File: src/rtl/phy_init_seq_if.sv
// phy_init_seq_if: bundles the sequencer's handshake with the PHY register
// write engine and its control/status lines to the MAC/DHCP top level.
// The master modport is the sequencer side; slave is the engine/top side.
interface phy_init_seq_if;
    logic        i_start;
    logic        i_write_done;
    logic        o_write_en;
    logic [4:0]  o_phy_ad;
    logic [4:0]  o_phyreg_ad;
    logic [15:0] o_phy_data;
    logic        o_busy;
    logic        o_init_done;
    logic        o_err;

    modport master (
        input  i_start,
        input  i_write_done,
        output o_write_en,
        output o_phy_ad,
        output o_phyreg_ad,
        output o_phy_data,
        output o_busy,
        output o_init_done,
        output o_err
    );

    modport slave (
        output i_start,
        output i_write_done,
        input  o_write_en,
        input  o_phy_ad,
        input  o_phyreg_ad,
        input  o_phy_data,
        input  o_busy,
        input  o_init_done,
        input  o_err
    );
endinterface

File: src/rtl/phy_init_seq.sv
// phy_init_seq: MDIO init sequencer. After a power-up wait it issues a fixed
// three-entry table of PHY register writes to the write engine, one at a time,
// holding o_write_en until the engine's done pulse, then flags init complete.
// Re-runnable from the power-up wait on a rising edge of i_start.
// Optional feature: define PHY_INIT_TIMEOUT_EN to abort a write that sees no
// done pulse within TIMEOUT_CYC cycles (goes to ERR with o_err set).
module phy_init_seq #(
    parameter logic [4:0]  PHY_AD      = 5'h01,
    parameter logic [15:0] PWRUP_CYC   = 16'd2000,
    parameter logic [7:0]  GAP_CYC     = 8'd4,
    parameter logic [15:0] RST_WAIT    = 16'd1000,
    parameter logic [4:0]  E0_REG      = 5'h00,
    parameter logic [15:0] E0_DATA     = 16'h8000,
    parameter logic [4:0]  E1_REG      = 5'h04,
    parameter logic [15:0] E1_DATA     = 16'h01E1,
    parameter logic [4:0]  E2_REG      = 5'h00,
`ifdef PHY_INIT_TIMEOUT_EN
    parameter logic [15:0] TIMEOUT_CYC = 16'd255,
`endif
    parameter logic [15:0] E2_DATA     = 16'h1200
) (
    input  logic                  i_mdc,
    input  logic                  i_rst_n,
    phy_init_seq_if.master        bus
);

    typedef enum logic [2:0] {
        S_PWRUP,
        S_LOAD,
        S_WRITE,
        S_GAP,
        S_DONE,
        S_ERR
    } state_t;

    // Terminal counts; the gap after entry 0 also covers the soft-reset settle time.
    localparam logic [15:0] PWRUP_LAST = PWRUP_CYC - 16'd1;
    localparam logic [16:0] GAP_LAST_E0 = {9'd0, GAP_CYC} + {1'b0, RST_WAIT} - 17'd1;
    localparam logic [16:0] GAP_LAST    = {9'd0, GAP_CYC} - 17'd1;
`ifdef PHY_INIT_TIMEOUT_EN
    localparam logic [15:0] TIMEOUT_LAST = TIMEOUT_CYC - 16'd1;
`endif

    state_t      state_q, state_d;
    logic [15:0] cnt_q, cnt_d;
    logic [1:0]  idx_q, idx_d;
    logic        start_q;
    logic        write_en_q, write_en_d;
    logic [4:0]  phy_ad_q, phy_ad_d;
    logic [4:0]  phyreg_ad_q, phyreg_ad_d;
    logic [15:0] phy_data_q, phy_data_d;
    logic        busy_q, busy_d;
    logic        init_done_q, init_done_d;
    logic        err_q, err_d;
    logic        start_rise;

    function automatic logic [4:0] tbl_reg(input logic [1:0] idx);
        case (idx)
            2'd0:    tbl_reg = E0_REG;
            2'd1:    tbl_reg = E1_REG;
            default: tbl_reg = E2_REG;
        endcase
    endfunction

    function automatic logic [15:0] tbl_data(input logic [1:0] idx);
        case (idx)
            2'd0:    tbl_data = E0_DATA;
            2'd1:    tbl_data = E1_DATA;
            default: tbl_data = E2_DATA;
        endcase
    endfunction

    assign start_rise = bus.i_start & ~start_q;

    // Next-state and next-output decode; a start edge overrides everything else.
    always_comb begin
        state_d     = state_q;
        cnt_d       = cnt_q + 16'd1;
        idx_d       = idx_q;
        write_en_d  = write_en_q;
        phy_ad_d    = phy_ad_q;
        phyreg_ad_d = phyreg_ad_q;
        phy_data_d  = phy_data_q;
        init_done_d = init_done_q;
        err_d       = err_q;

        case (state_q)
            S_PWRUP: begin
                if (cnt_q == PWRUP_LAST) begin
                    state_d = S_LOAD;
                    cnt_d   = 16'd0;
                end
            end
            S_LOAD: begin
                // Address/data settle one cycle ahead of the enable.
                phy_ad_d    = PHY_AD;
                phyreg_ad_d = tbl_reg(idx_q);
                phy_data_d  = tbl_data(idx_q);
                state_d     = S_WRITE;
                cnt_d       = 16'd0;
            end
            S_WRITE: begin
                write_en_d = 1'b1;
                // Only a done seen while enabled belongs to our frame; drop the
                // enable on the very next edge so the engine cannot re-arm.
                if (write_en_q && bus.i_write_done) begin
                    write_en_d = 1'b0;
                    state_d    = S_GAP;
                    cnt_d      = 16'd0;
                end
`ifdef PHY_INIT_TIMEOUT_EN
                else if (cnt_q == TIMEOUT_LAST) begin
                    write_en_d = 1'b0;
                    err_d      = 1'b1;
                    state_d    = S_ERR;
                    cnt_d      = 16'd0;
                end
`endif
            end
            S_GAP: begin
                if ({1'b0, cnt_q} == ((idx_q == 2'd0) ? GAP_LAST_E0 : GAP_LAST)) begin
                    cnt_d = 16'd0;
                    if (idx_q == 2'd2) begin
                        state_d     = S_DONE;
                        init_done_d = 1'b1;
                    end else begin
                        idx_d   = idx_q + 2'd1;
                        state_d = S_LOAD;
                    end
                end
            end
            S_DONE: begin
                cnt_d = cnt_q;
            end
            S_ERR: begin
                cnt_d      = cnt_q;
                write_en_d = 1'b0;
            end
            default: begin
                state_d = S_PWRUP;
                cnt_d   = 16'd0;
            end
        endcase

        if (start_rise) begin
            state_d     = S_PWRUP;
            cnt_d       = 16'd0;
            idx_d       = 2'd0;
            write_en_d  = 1'b0;
            init_done_d = 1'b0;
            err_d       = 1'b0;
        end

        busy_d = (state_d != S_DONE) && (state_d != S_ERR);
    end

    // State and registered outputs; reset clears the enable immediately to abort the engine.
    always_ff @(posedge i_mdc or negedge i_rst_n) begin
        if (!i_rst_n) begin
            state_q     <= S_PWRUP;
            cnt_q       <= 16'd0;
            idx_q       <= 2'd0;
            start_q     <= 1'b0;
            write_en_q  <= 1'b0;
            phy_ad_q    <= 5'd0;
            phyreg_ad_q <= 5'd0;
            phy_data_q  <= 16'd0;
            busy_q      <= 1'b0;
            init_done_q <= 1'b0;
            err_q       <= 1'b0;
        end else begin
            state_q     <= state_d;
            cnt_q       <= cnt_d;
            idx_q       <= idx_d;
            start_q     <= bus.i_start;
            write_en_q  <= write_en_d;
            phy_ad_q    <= phy_ad_d;
            phyreg_ad_q <= phyreg_ad_d;
            phy_data_q  <= phy_data_d;
            busy_q      <= busy_d;
            init_done_q <= init_done_d;
            err_q       <= err_d;
        end
    end

    assign bus.o_write_en  = write_en_q;
    assign bus.o_phy_ad    = phy_ad_q;
    assign bus.o_phyreg_ad = phyreg_ad_q;
    assign bus.o_phy_data  = phy_data_q;
    assign bus.o_busy      = busy_q;
    assign bus.o_init_done = init_done_q;
    assign bus.o_err       = err_q;

endmodule

File: src/flat_wrapper.sv
// flat-port wrapper written by rule: the top's interface ports become plain ports
module phy_init_seq_flat 
#(
    parameter logic [4:0]  PHY_AD      = 5'h01,
    parameter logic [15:0] PWRUP_CYC   = 16'd2000,
    parameter logic [7:0]  GAP_CYC     = 8'd4,
    parameter logic [15:0] RST_WAIT    = 16'd1000,
    parameter logic [4:0]  E0_REG      = 5'h00,
    parameter logic [15:0] E0_DATA     = 16'h8000,
    parameter logic [4:0]  E1_REG      = 5'h04,
    parameter logic [15:0] E1_DATA     = 16'h01E1,
    parameter logic [4:0]  E2_REG      = 5'h00,

    parameter logic [15:0] E2_DATA     = 16'h1200
)
  (i_mdc, i_rst_n, bus_i_start, bus_i_write_done, bus_o_write_en, bus_o_phy_ad, bus_o_phyreg_ad, bus_o_phy_data, bus_o_busy, bus_o_init_done, bus_o_err);
  phy_init_seq_if bus_i ();
  input  logic i_mdc;
  input  logic i_rst_n;
  input wire logic [$bits(bus_i.i_start)-1:0] bus_i_start;
  input wire logic [$bits(bus_i.i_write_done)-1:0] bus_i_write_done;
  output wire logic [$bits(bus_i.o_write_en)-1:0] bus_o_write_en;
  output wire logic [$bits(bus_i.o_phy_ad)-1:0] bus_o_phy_ad;
  output wire logic [$bits(bus_i.o_phyreg_ad)-1:0] bus_o_phyreg_ad;
  output wire logic [$bits(bus_i.o_phy_data)-1:0] bus_o_phy_data;
  output wire logic [$bits(bus_i.o_busy)-1:0] bus_o_busy;
  output wire logic [$bits(bus_i.o_init_done)-1:0] bus_o_init_done;
  output wire logic [$bits(bus_i.o_err)-1:0] bus_o_err;
  assign bus_i.i_start = bus_i_start;
  assign bus_i.i_write_done = bus_i_write_done;
  assign bus_o_write_en = bus_i.o_write_en;
  assign bus_o_phy_ad = bus_i.o_phy_ad;
  assign bus_o_phyreg_ad = bus_i.o_phyreg_ad;
  assign bus_o_phy_data = bus_i.o_phy_data;
  assign bus_o_busy = bus_i.o_busy;
  assign bus_o_init_done = bus_i.o_init_done;
  assign bus_o_err = bus_i.o_err;
  phy_init_seq #(.PHY_AD(PHY_AD), .PWRUP_CYC(PWRUP_CYC), .GAP_CYC(GAP_CYC), .RST_WAIT(RST_WAIT), .E0_REG(E0_REG), .E0_DATA(E0_DATA), .E1_REG(E1_REG), .E1_DATA(E1_DATA), .E2_REG(E2_REG), .E2_DATA(E2_DATA)) u_core (.i_mdc(i_mdc), .i_rst_n(i_rst_n), .bus(bus_i));
endmodule
File: config.mk
export PLATFORM = sky130hd
export DESIGN_NAME = phy_init_seq_flat
export DESIGN_NICKNAME = d
export VERILOG_FILES = /design/src/rtl/phy_init_seq_if.sv /design/src/rtl/phy_init_seq.sv /design/src/flat_wrapper.sv
export SDC_FILE = /design/constraint.sdc
export NUM_CORES = 1
export LEC_CHECK = 0
export CELL_PAD_IN_SITES_DETAIL_PLACEMENT = 1
export CELL_PAD_IN_SITES_GLOBAL_PLACEMENT = 2
export CORE_MARGIN = 2
export CORE_UTILIZATION = 29
export DETAILED_ROUTE_END_ITERATION = 10
export PLACE_DENSITY = 0.83
export SETUP_SLACK_MARGIN = 0.5
export SYNTH_ARGS = -nofsm -noshare
export SYNTH_HDL_FRONTEND = slang
export SYNTH_SLANG_ARGS = --single-unit
File: constraint.sdc
create_clock -name i_mdc -period 2.21 [get_ports i_mdc]
set_clock_uncertainty 0.2 [all_clocks]
set_input_delay 0.3315 -clock i_mdc [delete_from_list [all_inputs] [get_ports i_mdc]]
set_output_delay 0.3315 -clock i_mdc [all_outputs]
set_load 0.02 [all_outputs]
---- Word level (Yosys, flattened, before mapping) ----
Index checks and enable logic that the tools add are counted.
word-level totals
  flip-flop bits (word level) ............. 47
  input bits .............................. 4
  word-level logic and storage cells ...... 63
cells by class
  $add $sub $neg .......................... 2
  equality and inequality tests ........... 13
  muxes and demuxes ....................... 25
  bitwise gates (word level) .............. 2
  reduce and logical (&&, ||, !) cells .... 11
operators by type and width
  kind                   count
  $mux 16                4
  $pmux 16 s4            1
  $pmux 16 s2            1
  $mux 3                 6
  $eq 16x17->1           1
  $add 16x1->16 const B  1
  $eq 16x11->1 const B   1
  $pmux 3 s5             1
  $mux 10                1
  $mux 2                 4
  $eq 3x2->1 const B     2
  $eq 3x3->1 const B     2
  $mux 1                 6
  $ne 3x3->1 const B     2
  $reduce_and 3->1       2
  $reduce_bool 2->1      3
  $ne 2x1->1 const B     2
  $eq 3x1->1 const B     1
  $logic_not 3->1        1
  $reduce_bool 3->1      1
  $add 2x1->2 const B    1
  $eq 2x1->1 const B     1
  $eq 2x2->1 const B     1
  $logic_and 1x1->1      2
  other kinds (5)        5

---- Logic depth before layout (Yosys ltp) ----
  word-level depth ........................ 8
  mapped depth ............................ 9
  gate-level depth less buffers ........... 8

---- Worst setup path before layout ----
No wires, ideal clock.
  kind .................................... register to register
  start point ............................. register u_core.cnt_q[6]
  end point ............................... register u_core.cnt_q[5]
  library setup time ...................... 124 ps
  data arrival time ....................... 1917 ps
  slack ................................... -31 ps
  cell stages (with the launch flop) ...... 8
  buffers on the path ..................... 1
  clock period less this slack ............ 2241 ps
  cell sequence ........................... dfrtp_1 > or4_4 > nor4_4 > o2111ai_1 > a21oi_2 > buf_4 > nor4_1 > a211o_1
between the ends
  cells in the longest elaborated chain, start to end .. 4
  elaborated cells on any way between the ends .. 6
  classes of those cells .................. eq/ne: 2; mux: 4
RTL lines
  what                                                 RTL line                                 text
  start, declared                                      phy_init_seq.sv:45                       logic [15:0] cnt_q, cnt_d;
  start signal, assigned                               phy_init_seq.sv:173                      cnt_q <= cnt_d;
  $eq 16x17->1 / $eq 16x11->1 (equally long branches)  phy_init_seq.sv:121, phy_init_seq.sv:89
  $mux 16, on equally long branches                    phy_init_seq.sv:121, phy_init_seq.sv:89
  $pmux 16 s4 *                                        phy_init_seq.sv:87                       case (state_q)
  $mux 16 *                                            phy_init_seq.sv:145                      if (start_rise) begin
Mark *: on every way between the ends. The rest lies on a longest branch, timed or not.
A chain may end at the register's enable or synchronous reset.

---- Worst setup path after layout ----
  start point ............................. register u_core.cnt_q[6]
  end point ............................... register u_core.cnt_q[14]
between the ends
  cells in the longest elaborated chain, start to end .. 4
  elaborated cells on any way between the ends .. 8
  classes of those cells .................. add/sub: 1; eq/ne: 2; mux: 5
RTL lines
  what                                         RTL line                                                      text
  $add 16x1->16, or another cell as far along  phy_init_seq.sv:78                                            cnt_d = cnt_q + 16'd1;
  $mux 16, on equally long branches            phy_init_seq.sv:121, phy_init_seq.sv:89, phy_init_seq.sv:106
  $pmux 16 s4 *                                phy_init_seq.sv:87
  $mux 16 *                                    phy_init_seq.sv:145
Marked as above.

==> metrics.txt <==
outcome=finished with violations; failing checks=setup timing; RSZ-0062 raised after global routing=true; I/O Buffers=16; synth warn=0; CTS sink cnt=29; Post-synth EDFFs=0; Die W=83.2 um; crit-path max cell delay=0.55 ns; DR iter-0 viols=61; most numerous cell in the Yosys netlist=dfrtp_1; Setup Crit Path Kind=flop to flop; CP max-delay cell=or4_4; maximum vdd drop=0.000319 V; vias in the first global route=1615; cts bufs inserted=5; Syn-to-layout area delta=27.6%; Routed Antenna Nets=0; CTS tree=built; worst hold slack=0.239 ns; drt total wl=4660 um; proportion of netlist area held by the largest area contributor=39.9%; worst skew pair latency=0.28 ns; placed cell areas=0.00218 sq mm; layout cell share with drive strength beyond 1=24.7%; Pint=1.09 mW; crit start category=flop; H-tree depth=2; Top FF cell, synth=dfrtp_1; switching portion of total power=37.2%; design area=0.00232 sq mm; core box area=0.00599 sq mm; placed insts=301; Boundary Pins=34; root buf cell=clkbuf_8; post-synthesis area per instance=9.28 sq um; Seq pwr share=39.8%; total global routing overflow=0; RePlAce Congestion=0.812; largest net degree at the start of global routing=30; Post-synth ARST share=100%; Cell Area, Synth=0.00182 sq mm; row cnt=28; CP Max Fanout=5; Logic pwr share=35.3%; Crit path required time=2.17 ns; CP delay by family, top=simple AND/OR/NAND/NOR gates; initial cell density of the core=30.4%; CP Data Arrival Time=2.26 ns; CTS clk-pin slew, worst paths=0.07 ns; Tcrit/Tclk final=104%; Layout Nets=242; worst min-delay path class=input port to async pin; max-slew violations=0; clk buf depth=2; Critical path buffers and inverters=1; initial antenna violation count=0; PwrDens=746 mW/mm^2; crit-path cells=or4_4 > nor4_4 > o2111ai_2 > a21oi_4 > buf_4 > nor2_4 > a221o_1; DRC violations left=0; Max Cap Violations=0; die area=0.00692 sq mm; count of different cell masters after synthesis=45; Sw Pwr=644 uW; Pre-antenna DRT Iters=4; Die Y=83.2 um; vias=1551; worst slack, placed=-0.0845 ns; Final Hold Vio Count=0; r2r setup slk=-0.09 ns; wire per inst=15.0 um; worst setup margin=-0.0880 ns; DP HPWL=3390 um; Final min period=2.30 ns; total global-route track usage=14.1%; final cell count without fillers=310; # diodes=0; P_leak=1.05 nW; first-pass GRT wire length=7930 um; Clk pwr share=25.0%; post-synthesis sequential area ratio=39.9%; Cells after Synth=196; Post-synth top cells=dfrtp_1, buf_4, nand2_1; dominant cell type by area after synthesis=dfrtp_1; Max Freq=435 MHz; synth top area cells=dfrtp_1, buf_4, nand2_1; vias per cell=5.00; Tot Pwr=1.73 mW; crit end category=flop; # setup viols final=9; synthesized flop and latch total=29
## area by class of cell
cell class	count	area [sq um]
tap	75	93.8
multi-input combinational	148	1000
clock inverter	2	10.0
sequential	29	727
clock buffer	6	72.6
inverter	3	11.3
timing repair buffer	47	405
fill	693	3670
## power by group through the flow
stage | Combinational, mW | Sequential [mW] | Clock (mW)
after floorplan | 0.342 | 0.688 | 0
after global placement | 0.557 | 0.690 | 0
after detailed placement | 0.561 | 0.693 | 0
after CTS | 0.596 | 0.685 | 0.450
after global routing | 0.666 | 0.702 | 0.464
final | 0.610 | 0.688 | 0.433
## final timing paths
path,startpoint,endpoint,depth (start not counted)
worst max-delay path,u_core.cnt_q[6]$_DFFE_PN0P_,u_core.cnt_q[14]$_DFFE_PN0P_,7
worst min-delay path,i_rst_n,u_core.cnt_q[11]$_DFFE_PN0P_,2
worst max register to register,u_core.cnt_q[6]$_DFFE_PN0P_,u_core.cnt_q[14]$_DFFE_PN0P_,7
worst min register to register,u_core.bus.o_phy_ad[0]$_DFFE_PN0P_,u_core.bus.o_phy_ad[0]$_DFFE_PN0P_,1
max in group asynchronous,i_rst_n,u_core.state_q[0]$_DFF_PN0_,2
min in group i_mdc,u_core.bus.o_phy_ad[0]$_DFFE_PN0P_,u_core.bus.o_phy_ad[0]$_DFFE_PN0P_,1
## per-layer routing
layer  up-vias  global-route usage (%)  part of all wire (%)
li1        743                       -                     -
met1       774                    18.0                    46
met2        29                    23.9                    49
met3         5                    2.88                   3.0
met4         0                    4.47                   1.1
met5         -                       0                     0
## cells by family after synthesis
family / count (synthesis) / share of synthesized area (%)
AOI/OAI and AO/OA: 40 / 16.9
xor gates and xnor gates: 1 / 0.482
adders and majority gates: 4 / 2.75
buffers and inverters: 35 / 12.4
DFF: 29 / 39.9
muxes: 5 / 2.89
other: 1 / 0.206
and+or+nand+nor: 81 / 24.5
## repair_timing
item,CTS,global route
pin swaps,4,3
gates resized for setup,29,5
setup endpoints to repair,36,25
setup buffers,1,0
hold buffers,0,0
## sequential cells by signal (all words and copies together) (netlist names)
register                count
u_core.bus.o_write_en       1
u_core.bus.o_phyreg_ad      1
u_core.cnt_q               16
u_core.idx_q                2
u_core.bus.o_phy_data       2
u_core.bus.o_phy_ad         1
u_core.bus.o_init_done      1
u_core.state_q              3
u_core.bus.o_busy           1
u_core.start_q              1
## worst register-to-register path, stage by stage (launching register included)
cell	delay (ns)
dfrtp_1	0.38
or4_4	0.55
nor4_4	0.19
o2111ai_2	0.17
a21oi_4	0.20
buf_4	0.15
nor2_4	0.04
a221o_1	0.32
## stage by stage
step | utilization, % | TNS, ns
2_1_floorplan | - | -0.0292
3_3_place_gp | 36.3 | -0.0530
3_5_place_dp | 36.3 | -0.558
4_1_cts | 38.4 | -0.379
5_1_grt | 38.7 | -2.72
6_report | 38.7 | -0.357
## cells in the final DEF, fill, tap and decap left out, types with 2 or more instances in the layout
master	instances
buf_4	28
o311ai_1	4
nor3_1	6
nand4_1	3
o21ai_2	3
dlygate4sd2_1	13
o21ai_0	3
conb_1	17
clkbuf_8	5
or2_2	2
a211o_1	2
clkinv_2	2
ha_1	4
mux2_2	2
clkdlybuf4s50_1	3
dfrtp_1	28
nor2b_1	5
buf_12	2
and2_1	4
o21a_1	7
inv_1	3
nor3_4	2
nand2b_1	4
o31ai_1	4
nor4_1	5
nor2_1	10
mux2i_1	3
nand3_1	9
nor3b_1	3
nand2_1	17
a22o_1	4
and3_1	3
Note: power is estimated with default switching activity, not from simulation.
